`config.mk`:
```
export PLATFORM = sky130hd
export DESIGN_NAME = wb_stage
export DESIGN_NICKNAME = d
export VERILOG_FILES = /design/src/rtl/wb_stage_pkg.sv /design/src/rtl/wb_stage_load_align.sv /design/src/rtl/wb_stage.sv
export SDC_FILE = /design/constraint.sdc
export NUM_CORES = 1
export LEC_CHECK = 0
export CORE_ASPECT_RATIO = 0.6
export CORE_MARGIN = 10
export CORE_UTILIZATION = 32
export DETAILED_ROUTE_END_ITERATION = 7
export PLACE_DENSITY = 0.54
export REMOVE_ABC_BUFFERS = 1
export SYNTH_ARGS = -nofsm -noshare
export SYNTH_HDL_FRONTEND = slang
export SYNTH_SLANG_ARGS = --single-unit
```
`constraint.sdc`:
```
create_clock -name clk -period 4.7 [get_ports clk]
set_input_delay 1.41 -clock clk [delete_from_list [all_inputs] [get_ports clk]]
set_output_delay 1.41 -clock clk [all_outputs]
set_load 0.01 [all_outputs]
```
`src/rtl/wb_stage_pkg.sv`:
```
// Shared MIPS definitions for the writeback stage: load-type codes, FSM states,
// link-register constants and the load alignment check.
package mips_defs;

  typedef enum logic [1:0] {
    S_IDLE     = 2'b00,
    S_WAIT_MEM = 2'b01,
    S_WRITE    = 2'b10,
    S_DRAIN    = 2'b11
  } wb_state_t;

  // Codes 101..111 are not named; they behave as LW.
  localparam logic [2:0] LT_LB  = 3'b000;
  localparam logic [2:0] LT_LBU = 3'b001;
  localparam logic [2:0] LT_LH  = 3'b010;
  localparam logic [2:0] LT_LHU = 3'b011;
  localparam logic [2:0] LT_LW  = 3'b100;

  localparam logic [4:0]  LINK_REG    = 5'd31;
  localparam logic [31:0] LINK_OFFSET = 32'd8;

  function automatic logic load_misaligned(input logic [2:0] load_type,
                                           input logic [1:0] addr_low);
    logic is_half;
    is_half = (load_type == LT_LH) || (load_type == LT_LHU);
    if (is_half)
      return addr_low[0];
    else if (load_type[2])
      return (addr_low != 2'b00);
    else
      return 1'b0;
  endfunction

endpackage

```
`src/rtl/wb_stage_load_align.sv`:
```
// Combinational load data selection: picks the addressed byte or halfword from a
// little-endian word and sign- or zero-extends it according to the load type.
module load_align
  import mips_defs::*;
(
  input  logic [31:0] i_rdata,
  input  logic [2:0]  i_load_type,
  input  logic [1:0]  i_addr_low,
  output logic [31:0] o_data
);

  logic [7:0]  w_lane [4];
  logic [7:0]  w_byte;
  logic [15:0] w_half;

  genvar gi;
  generate
    for (gi = 0; gi < 4; gi++) begin : g_lane
      assign w_lane[gi] = i_rdata[8*gi +: 8];
    end
  endgenerate

  always_comb begin
    w_byte = w_lane[i_addr_low];
    w_half = i_addr_low[1] ? i_rdata[31:16] : i_rdata[15:0];
    case (i_load_type)
      LT_LB:   o_data = {{24{w_byte[7]}}, w_byte};
      LT_LBU:  o_data = {24'd0, w_byte};
      LT_LH:   o_data = {{16{w_half[15]}}, w_half};
      LT_LHU:  o_data = {16'd0, w_half};
      default: o_data = i_rdata;
    endcase
  end

endmodule

```
`src/rtl/wb_stage.sv`:
```
// Writeback stage: accepts one op at a time from MEM, waits for load data when
// needed and drives the register file write port for exactly one cycle per op.
module wb_stage
  import mips_defs::*;
(
  input  logic        clk,
  input  logic        rst,
  input  logic        in_valid,
  output logic        in_ready,
  input  logic [4:0]  in_wreg,
  input  logic        in_regwrite,
  input  logic [31:0] in_result,
  input  logic [31:0] in_pc,
  input  logic        in_link,
  input  logic        in_is_load,
  input  logic [2:0]  in_load_type,
  input  logic [1:0]  in_addr_low,
  input  logic        dmem_rvalid,
  input  logic [31:0] dmem_rdata,
  input  logic        flush,
  output logic [4:0]  wreg,
  output logic [31:0] wdata,
  output logic        RegWrite,
  output logic        busy,
  output logic        misalign_err
);

  wb_state_t   r_state;
  logic [4:0]  r_wreg;
  logic        r_regwrite;
  logic [31:0] r_result;
  logic [31:0] r_pc;
  logic        r_link;
  logic        r_is_load;
  logic [2:0]  r_load_type;
  logic [1:0]  r_addr_low;
  logic [31:0] r_load_data;
  logic [4:0]  r_wreg_out;
  logic [31:0] r_wdata_out;
  logic        r_misalign;

  logic        w_accept;
  logic        w_misaligned;
  logic        w_we;
  logic        w_write;
  logic [4:0]  w_new_wreg;
  logic [31:0] w_new_wdata;
  logic [31:0] w_aligned;

  load_align u_align (
    .i_rdata     (dmem_rdata),
    .i_load_type (r_load_type),
    .i_addr_low  (r_addr_low),
    .o_data      (w_aligned)
  );

  assign in_ready     = (r_state == S_IDLE) || (r_state == S_WRITE);
  assign busy         = (r_state != S_IDLE);
  assign misalign_err = r_misalign;
  assign w_accept     = in_valid && in_ready && !flush;
  assign w_misaligned = load_misaligned(r_load_type, r_addr_low);

  // A link op always writes r31; otherwise r0 and misaligned loads never write.
  assign w_we = r_link ||
                (r_regwrite && (r_wreg != 5'd0) && !(r_is_load && w_misaligned));
  assign w_write     = (r_state == S_WRITE) && w_we && !flush;
  assign w_new_wreg  = r_link ? LINK_REG : r_wreg;
  assign w_new_wdata = r_link ? (r_pc + LINK_OFFSET) :
                       (r_is_load ? r_load_data : r_result);

  // The port holds the last written value whenever no write is issued.
  assign RegWrite = w_write;
  assign wreg     = w_write ? w_new_wreg  : r_wreg_out;
  assign wdata    = w_write ? w_new_wdata : r_wdata_out;

  always_ff @(posedge clk or negedge rst) begin
    if (!rst) begin
      r_state     <= S_IDLE;
      r_wreg      <= '0;
      r_regwrite  <= 1'b0;
      r_result    <= '0;
      r_pc        <= '0;
      r_link      <= 1'b0;
      r_is_load   <= 1'b0;
      r_load_type <= '0;
      r_addr_low  <= '0;
      r_load_data <= '0;
      r_wreg_out  <= '0;
      r_wdata_out <= '0;
      r_misalign  <= 1'b0;
    end else begin
      if (w_write) begin
        r_wreg_out  <= w_new_wreg;
        r_wdata_out <= w_new_wdata;
      end
      case (r_state)
        S_IDLE, S_WRITE: begin
          if (w_accept) begin
            r_wreg      <= in_wreg;
            r_regwrite  <= in_regwrite;
            r_result    <= in_result;
            r_pc        <= in_pc;
            r_link      <= in_link;
            r_is_load   <= in_is_load;
            r_load_type <= in_load_type;
            r_addr_low  <= in_addr_low;
            r_state     <= in_is_load ? S_WAIT_MEM : S_WRITE;
          end else begin
            r_state <= S_IDLE;
          end
        end
        S_WAIT_MEM: begin
          if (dmem_rvalid) begin
            if (flush) begin
              r_state <= S_IDLE;
            end else begin
              r_load_data <= w_aligned;
              r_state     <= S_WRITE;
              if (!r_link && w_misaligned)
                r_misalign <= 1'b1;
            end
          end else if (flush) begin
            r_state <= S_DRAIN;
          end
        end
        S_DRAIN: begin
          if (dmem_rvalid)
            r_state <= S_IDLE;
        end
        default: r_state <= S_IDLE;
      endcase
    end
  end

endmodule

```
# ---- Yosys cells after proc, flatten, opt, wreduce, memory -nomap -nowiden
# Index checks and enable logic that the tools add are counted.
dict set report totals {
  out_inout_bits 41
  elab_cells 68
  input_bits 114
  ff_bits 149
}
dict set report op_classes {
  reduce_logical 24
  n_eq_ne 8
  n_lt_le_gt_ge 1
  mux 19
  n_addsub 1
  n_bitwise 2
}
# operator n
set op_table {}
lappend op_table {{$pmux W32 S4} 1}
lappend op_table {{$mux W32} 3}
lappend op_table {{$add A32 B4 Y32 const B} 1}
lappend op_table {{$bmux W8 S2} 1}
lappend op_table {{$mux W16} 1}
lappend op_table {{$mux W8} 2}
lappend op_table {{$mux W2} 6}
lappend op_table {{$mux W5} 2}
lappend op_table {{$logic_and A1 B1 Y1} 8}
lappend op_table {{$eq A3 B2 Y1 const B} 2}
lappend op_table {{$pmux W2 S3} 1}
lappend op_table {{$reduce_bool A5 Y1} 1}
lappend op_table {{$eq A2 B2 Y1 const B} 2}
lappend op_table {{$reduce_and A2 Y1} 2}
lappend op_table {{$reduce_and A4 Y1} 1}
lappend op_table {{$reduce_bool A2 Y1} 2}
lappend op_table {{$eq A3 B1 Y1 const B} 1}
lappend op_table {{$ge A3 B3 Y1 const B} 1}
lappend op_table {{$logic_not A1 Y1} 3}
lappend op_table {{$logic_not A3 Y1} 1}
lappend op_table {{$logic_or A1 B1 Y1} 3}
lappend op_table {{$ne A3 B3 Y1 const B} 1}
lappend op_table {{$not A2 Y3} 1}
lappend op_table {{$reduce_and A3 Y1} 1}
lappend op_table {{6 further kinds} 7}

# ---- Depth between registers and ports, before layout
# Gate-level depths: netlist of run 1.
dict set report logic_depth {
  word_depth 10
  mapped_depth 8
  mapped_depth_nobuf 6
}

# ---- Cells and area by module
# A second synthesis of run 1 with hierarchy kept.
dict set report unflattened {
  cells_unflattened 678
  area_unflattened_um2 7573.5
}
# mod instances seq_area_each_um2 cells_per_inst area_each_um2
set by_module_without_submodules {}
lappend by_module_without_submodules {wb_stage 1 3728.6 561 6865.3}
lappend by_module_without_submodules {load_align 1 0.0 117 708.2}

# ---- Worst setup path after synthesis of run 1
# Ideal clock, no wire load.
dict set report synth_timing {
  kind {input-to-output}
  from {input flush}
  to {output wdata[23]}
  required_ns 3.290
  path_slack_ns 0.284
  cell_stages 7
  t_arrival_ns 3.006
  path_buffers 3
  path_cell_list {or3b_2 -> buf_2 -> a41oi_1 -> o21ai_0 -> buf_2 -> buf_2 -> o31ai_1}
}
dict set report synth_via {
  elab_chain_len 3
}
# element line_no
set synth_lines {}
lappend synth_lines {{start: declaration} wb_stage.sv:20} ;# input logic flush,
lappend synth_lines {{$logic_not A1 Y1} wb_stage.sv:66} ;# assign w_write = (r_state == S_WRITE) && w_we && !flush;
lappend synth_lines {{$logic_and A1 B1 Y1} wb_stage.sv:66}
lappend synth_lines {{$mux W32} -}
lappend synth_lines {{end: declaration} wb_stage.sv:22} ;# output logic [31:0] wdata,
# Every way passes these cells.

# ---- Worst setup path after layout of run 1
dict set report layout_timing {
  from {input flush}
  to {output wdata[22]}
}
# Same word-level chain as after synthesis.

==> results by group, run 1 <==
Detailed routing
  – Via count: 5,866
  – Routed WL: 24,400 um
  – Via density: 4.90
  – DR iter-0 viols: 366
  – DRC errors left: 0
  – Routed Antenna Nets: 0
  – Drt first pass iters: 4
  – Wire per inst: 20.4 um

GRT
  – First-pass GRT wire length: 38,100 um
  – Vias in the first global route: 6,077
  – Pin count of the biggest net entering global routing: 70
  – Initial antenna violation count: 2
  – Global route overflow: 0
  – GRT Util Overall: 17.0%

Clocking
  – CTS root buf: clkbuf_16
  – Clk_lat worst skew: 0.43 ns
  – Hold-fix buffers, CTS: 0
  – Clock Path Buffers: 2
  – Clock sink count: 149
  – CTS clk-pin slew, worst paths: 0.06 ns
  – TritonCTS clock tree: yes
  – CTS H-tree lvls: 4
  – CTS Buf Count: 17

Setup path
  – Worst Setup End Kind: primary output
  – Worst path max stage delay: 0.40 ns
  – Crit-path cells: dlygate4sd2_1, or3b_4, a41oi_4, o21ai_4, buf_4, a221oi_2, dlygate4sd2_1
  – Critical Path RT: 3.29 ns
  – CP most frequent cell: dlygate4sd2_1
  – Crit-path slowest cell: or3b_4
  – CP max FO: 5
  – Crit path DAT: 3.24 ns
  – CP Class: in -> out
  – Setup crit start kind: primary input

Timing
  – Clk_skew: 0.0103 ns
  – Setup WS post-layout: 0.0539 ns
  – Setup TNS Final: 0 ns
  – Fmax: 215 MHz
  – Fin. Hold Viols: 0
  – Min Clock Period, post-route: 4.65 ns
  – Worst-margin pin slew: 0.952 ns
  – Hold Worst Slack: 0.476 ns
  – Setup violators final: 0
  – Slew HR: 36.4%
  – Final Max Slew Viols: 0
  – RSZ-0062 raised after global routing: false
  – Final worst path period share: 98.9%

Power
  – NetSw: 0.00155 W
  – Net Sw Frac: 33.1%
  – Pwr per Cell Area: 466 nW/um^2
  – Logic pwr share: 30.6%
  – VDD IR-drop max: 0.247 mV
  – Clock Power Share: 28.8%
  – Flop pwr share: 40.6%
  – Power Internal: 0.00315 W
  – Pleak: 4.25 nW

Yosys
  – Async S/R FF share, synth: 100%
  – Yosys reg bits: 149
  – Cells after Synth: 697
  – YS warnings: 0
  – Synth Cell Area: 7250 sq um
  – Post-synth EDFFs: 0
  – Count of distinct cell types in the synthesized netlist: 58
  – Most common flop cell mapped by yosys: dfrtp_1
  – Sequential share of the synthesized area: 51.4%
  – Syn Area/Cell: 10.4 sq um

Worst hold path
  – Worst min path class: reg -> reg

Floorplan
  – Row count: 42
  – Starting Density: 32.7%
  – Die height: 137 um
  – Die ar.: 29,300 sq um
  – Core area: 22,200 sq um
  – Io pins: 155
  – Die width: 214 um

Place
  – Routability Congestion: 0.826
  – Placement Setup Slack: -0.594 ns
  – HPWL after DPL: 17,700 um
  – Port buffer count: 154
  – Post-DP Area: 9340 sq um

Outcome
  – Status: complete, no violations

Finish
  – Most common cell after layout, fill and taps aside: dfrtp_1
  – Fin area: 10,100 sq um
  – Final core occ: 45.5%
  – Nets: 989
  – Commonest non-fill, non-tap cells in the layout: 148 x dfrtp_1, 114 x clkdlybuf4s50_1, 89 x nand2_1, 79 x mux2_2, 55 x o21ai_0
  – Layout cells sized above 1: 21.0%
  – Layout area overhead: 39.1%

Job
  – Max-cap viol count: 0
metal layers:
| metal | GRT usage [%] | up-vias | share of wire (%) |
|---|---|---|---|
| met4 | 3.06 | 4 | 0.21 |
| li1 | - | 2858 | - |
| met3 | 5.27 | 11 | 6.1 |
| met2 | 23.8 | 136 | 42 |
| met5 | 0 | - | 0.13 |
| met1 | 25.0 | 2857 | 52 |
cell type report:
cell class / instances / area (sq um)
fillers: 2137 / 12100
flip-flops and latches: 149 / 3730
multi-input cells: 494 / 3390
repair buffers: 199 / 1960
clock buffers: 20 / 437
well taps: 308 / 385
clock inverters: 12 / 131
inverters: 13 / 48.8
diodes: 1 / 2.50
cell usage after synthesis, types with 10 or more instances:
cell type    n  area share, %
xnor2_1     12            1.4
o21ai_0     59            4.1
clkbuf_1    31            1.6
nor2b_1     10           0.86
nor3_1      18            1.2
dfrtp_1    149             51
mux2i_1     29            4.0
xor2_1      10            1.2
nand3_1     11           0.76
a21oi_1     38            2.6
o22ai_1     15            1.3
mux2_2      79             12
nor2_1      46            2.4
nand2_1     89            4.6
inv_1       11           0.57
through the flow:
stage	instances	power, W
6_report	1196	0.00470
5_1_grt	1195	0.00500
4_1_cts	1195	0.00475
3_5_place_dp	1153	0.00342
3_3_place_gp	1153	0.00340
2_1_floorplan	655	0.00265
flip-flops by register name (all words and copies together), names as in the netlist:
name,flops
misalign_err,1
r_addr_low,2
r_is_load,1
r_link,1
r_load_data,32
r_load_type,3
r_pc,32
r_regwrite,1
r_result,32
r_state,2
r_wdata_out,32
r_wreg,5
r_wreg_out,5
power groups by stage:
stage	sequential, W	clock [W]	combinational [W]
6_report	0.00191	0.00135	0.00144
5_1_grt	0.00196	0.00145	0.00160
4_1_cts	0.00191	0.00139	0.00146
3_5_place_dp	0.00192	0	0.00149
3_3_place_gp	0.00192	0	0.00148
2_1_floorplan	0.00188	0	0.000772
what timing repair did:
item / 4_1_cts / 5_1_grt
endpoints found under the setup margin: 38 / 16
buffers inserted: 6 / 0
pin swaps: 4 / 0
cloned: 4 / 0
resized for setup: 76 / 21
critical path: cells and delay by family:
| family | cells | cell delay [ns] |
|---|---|---|
| AOI/OAI and AO/OA | 3 | 0.68 |
| buffers and inverters | 3 | 0.73 |
| and+or+nand+nor | 1 | 0.40 |
path summary, 6_finish.rpt:
kind | from | to | slack (ns) | cells after the start
worst min-delay path | r_wdata_out[23] | r_wdata_out[23] | 0.48 | 2
worst max-delay path | flush | wdata[22] | 0.05 | 7
worst min register to register | r_wdata_out[23] | r_wdata_out[23] | 0.48 | 2
max in group asynchronous | rst | r_result[23] | 2.89 | 2
min in group asynchronous | rst | r_wdata_out[10] | 0.98 | 1
worst max register to register | r_pc[3] | r_wdata_out[20] | 2.23 | 5
cell families (layout without fill, tap and decap cells):
| logic type | Yosys count | in the layout | share of synthesized area [%] |
|---|---|---|---|
| buffers and inverters | 55 | 244 | 3.19 |
| other | 0 | 1 | 0 |
| multiplexers | 109 | 109 | 16.6 |
| XOR/XNOR | 22 | 22 | 2.66 |
| AND/OR/NAND/NOR | 208 | 208 | 13.5 |
| AO/OA/AOI/OAI | 153 | 154 | 12.5 |
| adder cells (fa/ha/maj) | 1 | 1 | 0.173 |
| flip-flops | 149 | 149 | 51.4 |
Power figures use the tool's default switching activity.
==> run 2: changes to the inputs <==
--- a/config.mk
+++ b/config.mk
@@ -9,6 +9,7 @@
 export CORE_MARGIN = 10
 export CORE_UTILIZATION = 32
 export DETAILED_ROUTE_END_ITERATION = 7
+export GPL_TIMING_DRIVEN = 0
 export PLACE_DENSITY = 0.54
 export REMOVE_ABC_BUFFERS = 1
 export SYNTH_ARGS = -nofsm -noshare
==> constraint.sdc (replaced) <==
create_clock -name clk -period 5.18 [get_ports clk]
set_input_delay 1.554 -clock clk [delete_from_list [all_inputs] [get_ports clk]]
set_output_delay 1.554 -clock clk [all_outputs]
set_load 0.01 [all_outputs]
==> run 2 against run 1 <==
Compared with the run above:
- via count is 0.90% lower
- count of clock-buffer cells in the layout is 1 lower
- clock power is 6% higher
- critical path depth stayed put
- total power is 5.1% lower
- first-iteration DRC count is 3.0% lower
- non-clock buffer count is 29 lower
- sequential power is 7% lower
- final area is 0.86% lower
- die area stayed put
- highest routed layer unchanged
- global-route usage is 0.18 points lower
==> results by group, run 2 (synthesis gave the netlist of run 1 again) <==
Outcome
  – Status: complete, no violations

Clocking
  – CTS clk-pin slew, worst paths: 0.06 ns (about the same)
  – Clk_lat worst skew: 0.44 ns (about the same)
  – CTS Buf Count: 17 (unchanged)
  – TritonCTS clock tree: yes
  – CTS H-tree lvls: 4 (unchanged)
  – Clock sink count: 149 (unchanged)
  – CTS root buf: clkbuf_16
  – Clock Path Buffers: 2 (unchanged)

Worst hold path
  – Worst min path class: reg -> reg
  – Worst Hold Path EP: r_wdata_out[2]
  – Hold Path Origin: r_wdata_out[2]
  – Hold-critical path depth: 2 (unchanged)

GRT
  – Initial antenna violation count: 3 (+1)
  – Global route overflow: 0 (unchanged)
  – GRT Util Overall: 16.8% (-0.18 points)
  – Pin count of the biggest net entering global routing: 106 (+51%)
  – Vias in the first global route: 6,069 (-0.13%)
  – First-pass GRT wire length: 37,800 um (-0.71%)

Power
  – Pleak: 4.21 nW (-1.0%)
  – VDD IR-drop max: 0.214 mV (-13%)
  – Pwr per Cell Area: 446 nW/um^2 (-4.3%)

Timing
  – Fmax: 198 MHz
  – Setup violators final: 0 (unchanged)
  – Worst-margin pin slew: 1.26 ns (+0.303 ns)
  – Hold Worst Slack: 0.479 ns (+0.00334 ns)
  – Setup TNS Final: 0 ns (unchanged)
  – Min Clock Period, post-route: 5.05 ns
  – RSZ-0062 raised after global routing: false
  – Final Max Slew Viols: 0 (unchanged)
  – Clk_skew: 0.0104 ns (+0.0000687 ns)
  – Slew HR: 16.0% (-20 points)
  – Final worst path period share: 97.4%
  – Fin. Hold Viols: 0 (unchanged)

Detailed routing
  – Via count: 5,813 (-0.90%)
  – DRC errors left: 0 (unchanged)
  – Via density: 4.98 (+1.6%)
  – Drt first pass iters: 5 (+1)
  – Routed WL: 24,000 um (-1.8%)
  – DR iter-0 viols: 355 (-3.0%)
  – Wire per inst: 20.6 um (+0.69%)
  – Routed Antenna Nets: 0 (unchanged)

Finish
  – Most common cell after layout, fill and taps aside: dfrtp_1
  – Layout area overhead: 37.9%
  – Commonest non-fill, non-tap cells in the layout: 146 x dfrtp_1, 123 x clkdlybuf4s50_1, 89 x nand2_1, 79 x mux2_2
  – Nets: 960 (-2.9%)
  – Final non-filler cell total: 1,167 (-2.4%)
  – Final core occ: 45.1% (-0.39 points)
  – Layout cells sized above 1: 17.8% (-3.1 points)

Setup path
  – FF-to-FF Start: r_state[0]
  – R2R Path End: r_load_data[17]
  – Worst Setup End Kind: primary output
  – CP max FO: 36 (+31)
  – Critical Path RT: 3.63 ns (+0.34 ns)
  – CP Class: in -> out
  – R2R Setup Slk: 2.22 ns (about the same)
  – Worst Reg-to-Reg Cells: 4 (-1)
  – Setup crit start kind: primary input
  – Crit path DAT: 3.49 ns (+0.25 ns)

Floorplan
  – Die ar.: 29,300 sq um (unchanged)
  – Die height: 137 um (unchanged)
  – Row count: 42 (unchanged)
  – Core area: 22,200 sq um (unchanged)
  – Io pins: 155 (unchanged)
  – Die width: 214 um (unchanged)
  – Starting Density: 32.7% (unchanged)

Place
  – Routability Congestion: 0.766 (-7.3%)
  – Port buffer count: 154 (unchanged)
  – Placed cells: 1,129 (-2.1%)
  – HPWL after DPL: 17,600 um (-0.71%)

Job
  – Max-cap viol count: 0 (unchanged)
-- run 2: cell count changes in the layout (fill, tap and decap cells not counted), sizes merged --
cell / previous run / this run
dlymetal6s2s: 0 / 8
clkinv: 7 / 5
buf: 47 / 18
inv: 12 / 11
clkbuf: 26 / 19
dlygate4sd2: 17 / 21
clkdlybuf4s50: 114 / 123
bufinv: 2 / 6
clkdlybuf4s15: 13 / 0
bufbuf: 2 / 0
-- run 2: repair_timing --
| item | 4_1_cts | 5_1_grt |
|---|---|---|
| hold buffers | 0 | 0 |
| buffers inserted | 4 | 0 |
| resized for setup | 43 | 18 |
| setup endpoints to repair | 38 | 20 |
| pin swaps | 1 | 0 |
| gates cloned | 1 | 0 |
-- run 2: final cells by class --
type / instances / area (sq um)
Multi-Input combinational cell: 494 / 3410
Clock buffer: 19 / 443
Clock inverter: 13 / 229
Inverter: 13 / 48.8
Sequential cell: 149 / 3730
Timing Repair Buffer: 170 / 1750
Fill cell: 2196 / 12200
Antenna cell: 1 / 2.50
Tap cell: 308 / 385
-- run 2: stage by stage --
step / worst slack (ns) / area [sq um] / power (W)
floorplan: -2.52 / 7070 / 0.00241
global placement: -7.16 / 9000 / 0.00306
detailed placement: -0.996 / 9220 / 0.00309
CTS: -0.000511 / 9960 / 0.00452
global route: 0.0710 / 10000 / 0.00474
finish: 0.133 / 10000 / 0.00446
-- run 2: power by group --
part	switching (W)	leakage, nW	internal (W)	total [W]
clock	0.000520	0.315	0.000915	0.00143
combinational	0.000615	2.12	0.000638	0.00125
sequential	0.000266	1.77	0.00151	0.00177
-- run 2: worst max-delay path, stage by stage --
cell and delay, ns:
buf_2 0.17, or3b_4 0.43, a41oi_4 0.22, o21ai_4 0.10
buf_12 0.19, o21ai_0 0.23, clkdlybuf4s50_1 0.58
-- run 2: per-layer routing --
| layer | vias to the layer above | track usage (%) | share of wire, % |
|---|---|---|---|
| li1 | 2805 | - | - |
| met4 | 2 | 4.31 | 0.87 |
| met1 | 2847 | 24.5 | 51 |
| met3 | 18 | 5.47 | 6.8 |
| met2 | 141 | 23.1 | 41 |
| met5 | - | 0 | 0.054 |
-- run 2: worst max path at each step --
stage | start | slack (ns) | cells past startpoint | to
after floorplan | in_valid | -2.52 | 3 | r_addr_low[0]
after global placement | flush | -7.16 | 3 | r_pc[15]
after detailed placement | flush | -1.0 | 7 | wdata[24]
after CTS | flush | -0.0005 | 7 | wdata[11]
after global routing | flush | 0.07 | 7 | wreg[3]
final | flush | 0.13 | 7 | wreg[3]
==> run 3: changes to the inputs <==
--- a/config.mk
+++ b/config.mk
@@ -8,6 +8,8 @@
 export CORE_ASPECT_RATIO = 0.6
 export CORE_MARGIN = 10
 export CORE_UTILIZATION = 32
+export CTS_BUF_LIST = sky130_fd_sc_hd__clkbuf_8
+export CTS_CLUSTER_SIZE = 24
 export DETAILED_ROUTE_END_ITERATION = 7
 export GPL_TIMING_DRIVEN = 0
 export PLACE_DENSITY = 0.54
==> run 3 against run 2 <==
Compared with the run above:
- worst hold slack better by 0.0042 ns
- critical path depth did not move
- global-route usage is 0.17 points lower
- combinational power barely moved
- sequential power about the same
- critical endpoint is now wdata[3]
- largest power group unchanged
- highest routed layer unchanged
==> results by group, run 3 (synthesis gave the netlist of run 1 again) <==
Timing
  – Final Max Slew Viols: 0 (unchanged)
  – Final worst path period share: 97.1% (-0.36 points)
  – Setup TNS Final: 0 ns (unchanged)
  – Setup violators final: 0 (unchanged)
  – Setup WS post-layout: 0.151 ns (+0.0186 ns)
  – Clk_skew: 0.0197 ns (+0.00931 ns)
  – RSZ-0062 raised after global routing: false
  – Worst-margin pin slew: 1.24 ns (-0.0114 ns)
  – Slew HR: 16.8% (+0.76 points)
  – Fmax: 199 MHz (+0.37%)
  – Min Clock Period, post-route: 5.03 ns (-0.0186 ns)
  – Fin. Hold Viols: 0 (unchanged)

Power
  – Pleak: 4.15 nW (-1.4%)
  – VDD IR-drop max: 0.167 mV (-22%)
  – Pwr per Cell Area: 422 nW/um^2 (-5.5%)

Place
  – Post-DP Area: 9220 sq um (unchanged)
  – HPWL after DPL: 17,600 um (unchanged)
  – Port buffer count: 154 (unchanged)
  – Routability Congestion: 0.766 (unchanged)
  – Placement Setup Slack: -0.996 ns (unchanged)

Job
  – Max-cap viol count: 0 (unchanged)

Clocking
  – Clock Path Buffers: 2 (unchanged)
  – CTS H-tree lvls: 4 (unchanged)
  – Clk_lat worst skew: 0.47 ns (+0.03 ns)
  – CTS clk-pin slew, worst paths: 0.08 ns (+0.02 ns)
  – TritonCTS clock tree: yes
  – CTS Buf Count: 17 (unchanged)
  – CTS root buf: clkbuf_8
  – Clock sink count: 149 (unchanged)
  – Hold-fix buffers, CTS: 0 (unchanged)

Floorplan
  – Core area: 22,200 sq um (unchanged)
  – Die ar.: 29,300 sq um (unchanged)
  – Die height: 137 um (unchanged)
  – Io pins: 155 (unchanged)
  – Starting Density: 32.7% (unchanged)
  – Row count: 42 (unchanged)
  – Die width: 214 um (unchanged)

Setup path
  – CP max FO: 10 (-72%)
  – CP Class: in -> out
  – Worst Setup End Kind: primary output
  – Critical path origin: flush
  – Crit path DAT: 3.47 ns (-0.02 ns)
  – Critical Path RT: 3.63 ns (about the same)
  – Setup crit start kind: primary input
  – FF-to-FF Start: r_state[0]

Finish
  – Multi-input gate area: 3410 sq um (unchanged)
  – Layout area overhead: 35.2%
  – Storage cell area: 3730 sq um (unchanged)
  – Layout cells sized above 1: 17.9% (+0.12 points)
  – Commonest non-fill, non-tap cells in the layout: 146 x dfrtp_1, 121 x clkdlybuf4s50_1, 89 x nand2_1, 79 x mux2_2
  – Most common cell after layout, fill and taps aside: dfrtp_1
  – Filler Cell Count: 2,222 (+1.2%)
  – Fin area: 9810 sq um (-1.9%)
  – Final core occ: 44.2% (-0.86 points)
  – Nets: 960 (unchanged)

Worst hold path
  – Worst min path class: reg -> reg
  – Hold Path Origin: r_wdata_out[2]

GRT
  – Pin count of the biggest net entering global routing: 106 (unchanged)
  – GRT Util Overall: 16.6% (-0.17 points)
  – First-pass GRT wire length: 37,500 um (-0.73%)
  – Vias in the first global route: 6,017 (-0.86%)
  – Global route overflow: 0 (unchanged)
  – Initial antenna violation count: 3 (unchanged)

Detailed routing
  – Via count: 5,794 (-0.33%)
  – Via density: 4.96 (-0.33%)
  – Routed Antenna Nets: 0 (unchanged)
  – Routed WL: 23,900 um (-0.39%)
  – DR iter-0 viols: 399 (+12%)
  – Wire per inst: 20.5 um (-0.39%)
  – DRC errors left: 0 (unchanged)
  – Drt first pass iters: 5 (unchanged)

Outcome
  – Status: complete, no violations
-- run 3: repair_timing --
item	in CTS	in global routing
gates resized for setup	43	22
pin swaps	1	0
setup buffers	4	0
gates cloned	1	0
setup endpoints to repair	38	20
-- run 3: path summary, 6_finish.rpt --
path / endpoint / slack, ns / depth (start not counted)
hold / removal: r_wdata_out[2] / 0.48 / 2
setup / recovery: wdata[3] / 0.15 / 7
setup reg to reg: r_load_data[17] / 2.26 / 4
min in group asynchronous: r_result[8] / 0.98 / 1
hold reg to reg: r_wdata_out[2] / 0.48 / 2
max in group asynchronous: r_is_load / 3.32 / 2
-- run 3: routing by layer --
metal / vias to the layer above / part of all wire, % / GRT usage (%) / wire, um
li1: 2789 / - / - / -
met1: 2825 / 52 / 24.6 / 12400
met2: 163 / 41 / 22.7 / 9740
met3: 15 / 6.4 / 5.40 / 1530
met4: 2 / 1.0 / 3.72 / 241
met5: - / 0.054 / 0 / 13
-- run 3: power by group --
part	switching [W]	internal [W]
Clock	0.000483	0.000632
Combinational	0.000615	0.000636
Sequential	0.000266	0.00150
-- run 3: critical path, stage by stage --
cell and delay (ns):
buf_2 0.17, or3b_4 0.43, a41oi_4 0.22, o21ai_4 0.10, buf_4 0.24, o21ai_1 0.19, clkdlybuf4s50_1 0.57
-- run 3: cell type report --
type	instances	share of cell area (%)
Clock buffer	18	2.53
Antenna cell	1	0.0255
Timing Repair Buffer	170	17.9
Inverter	13	0.498
Sequential cell	149	38.1
Tap cell	308	3.93
Multi-Input combinational cell	494	34.7
Clock inverter	14	2.37
-- run 3: per-stage QoR --
step / hold WS (ns) / total power (W) / std cells
finish: 0.483 / 0.00414 / 1167
global route: 0.510 / 0.00441 / 1166
CTS: 0.489 / 0.00419 / 1166
detailed placement: 0.470 / 0.00309 / 1129
global placement: 0.464 / 0.00306 / 1117
floorplan: 0.444 / 0.00241 / 655
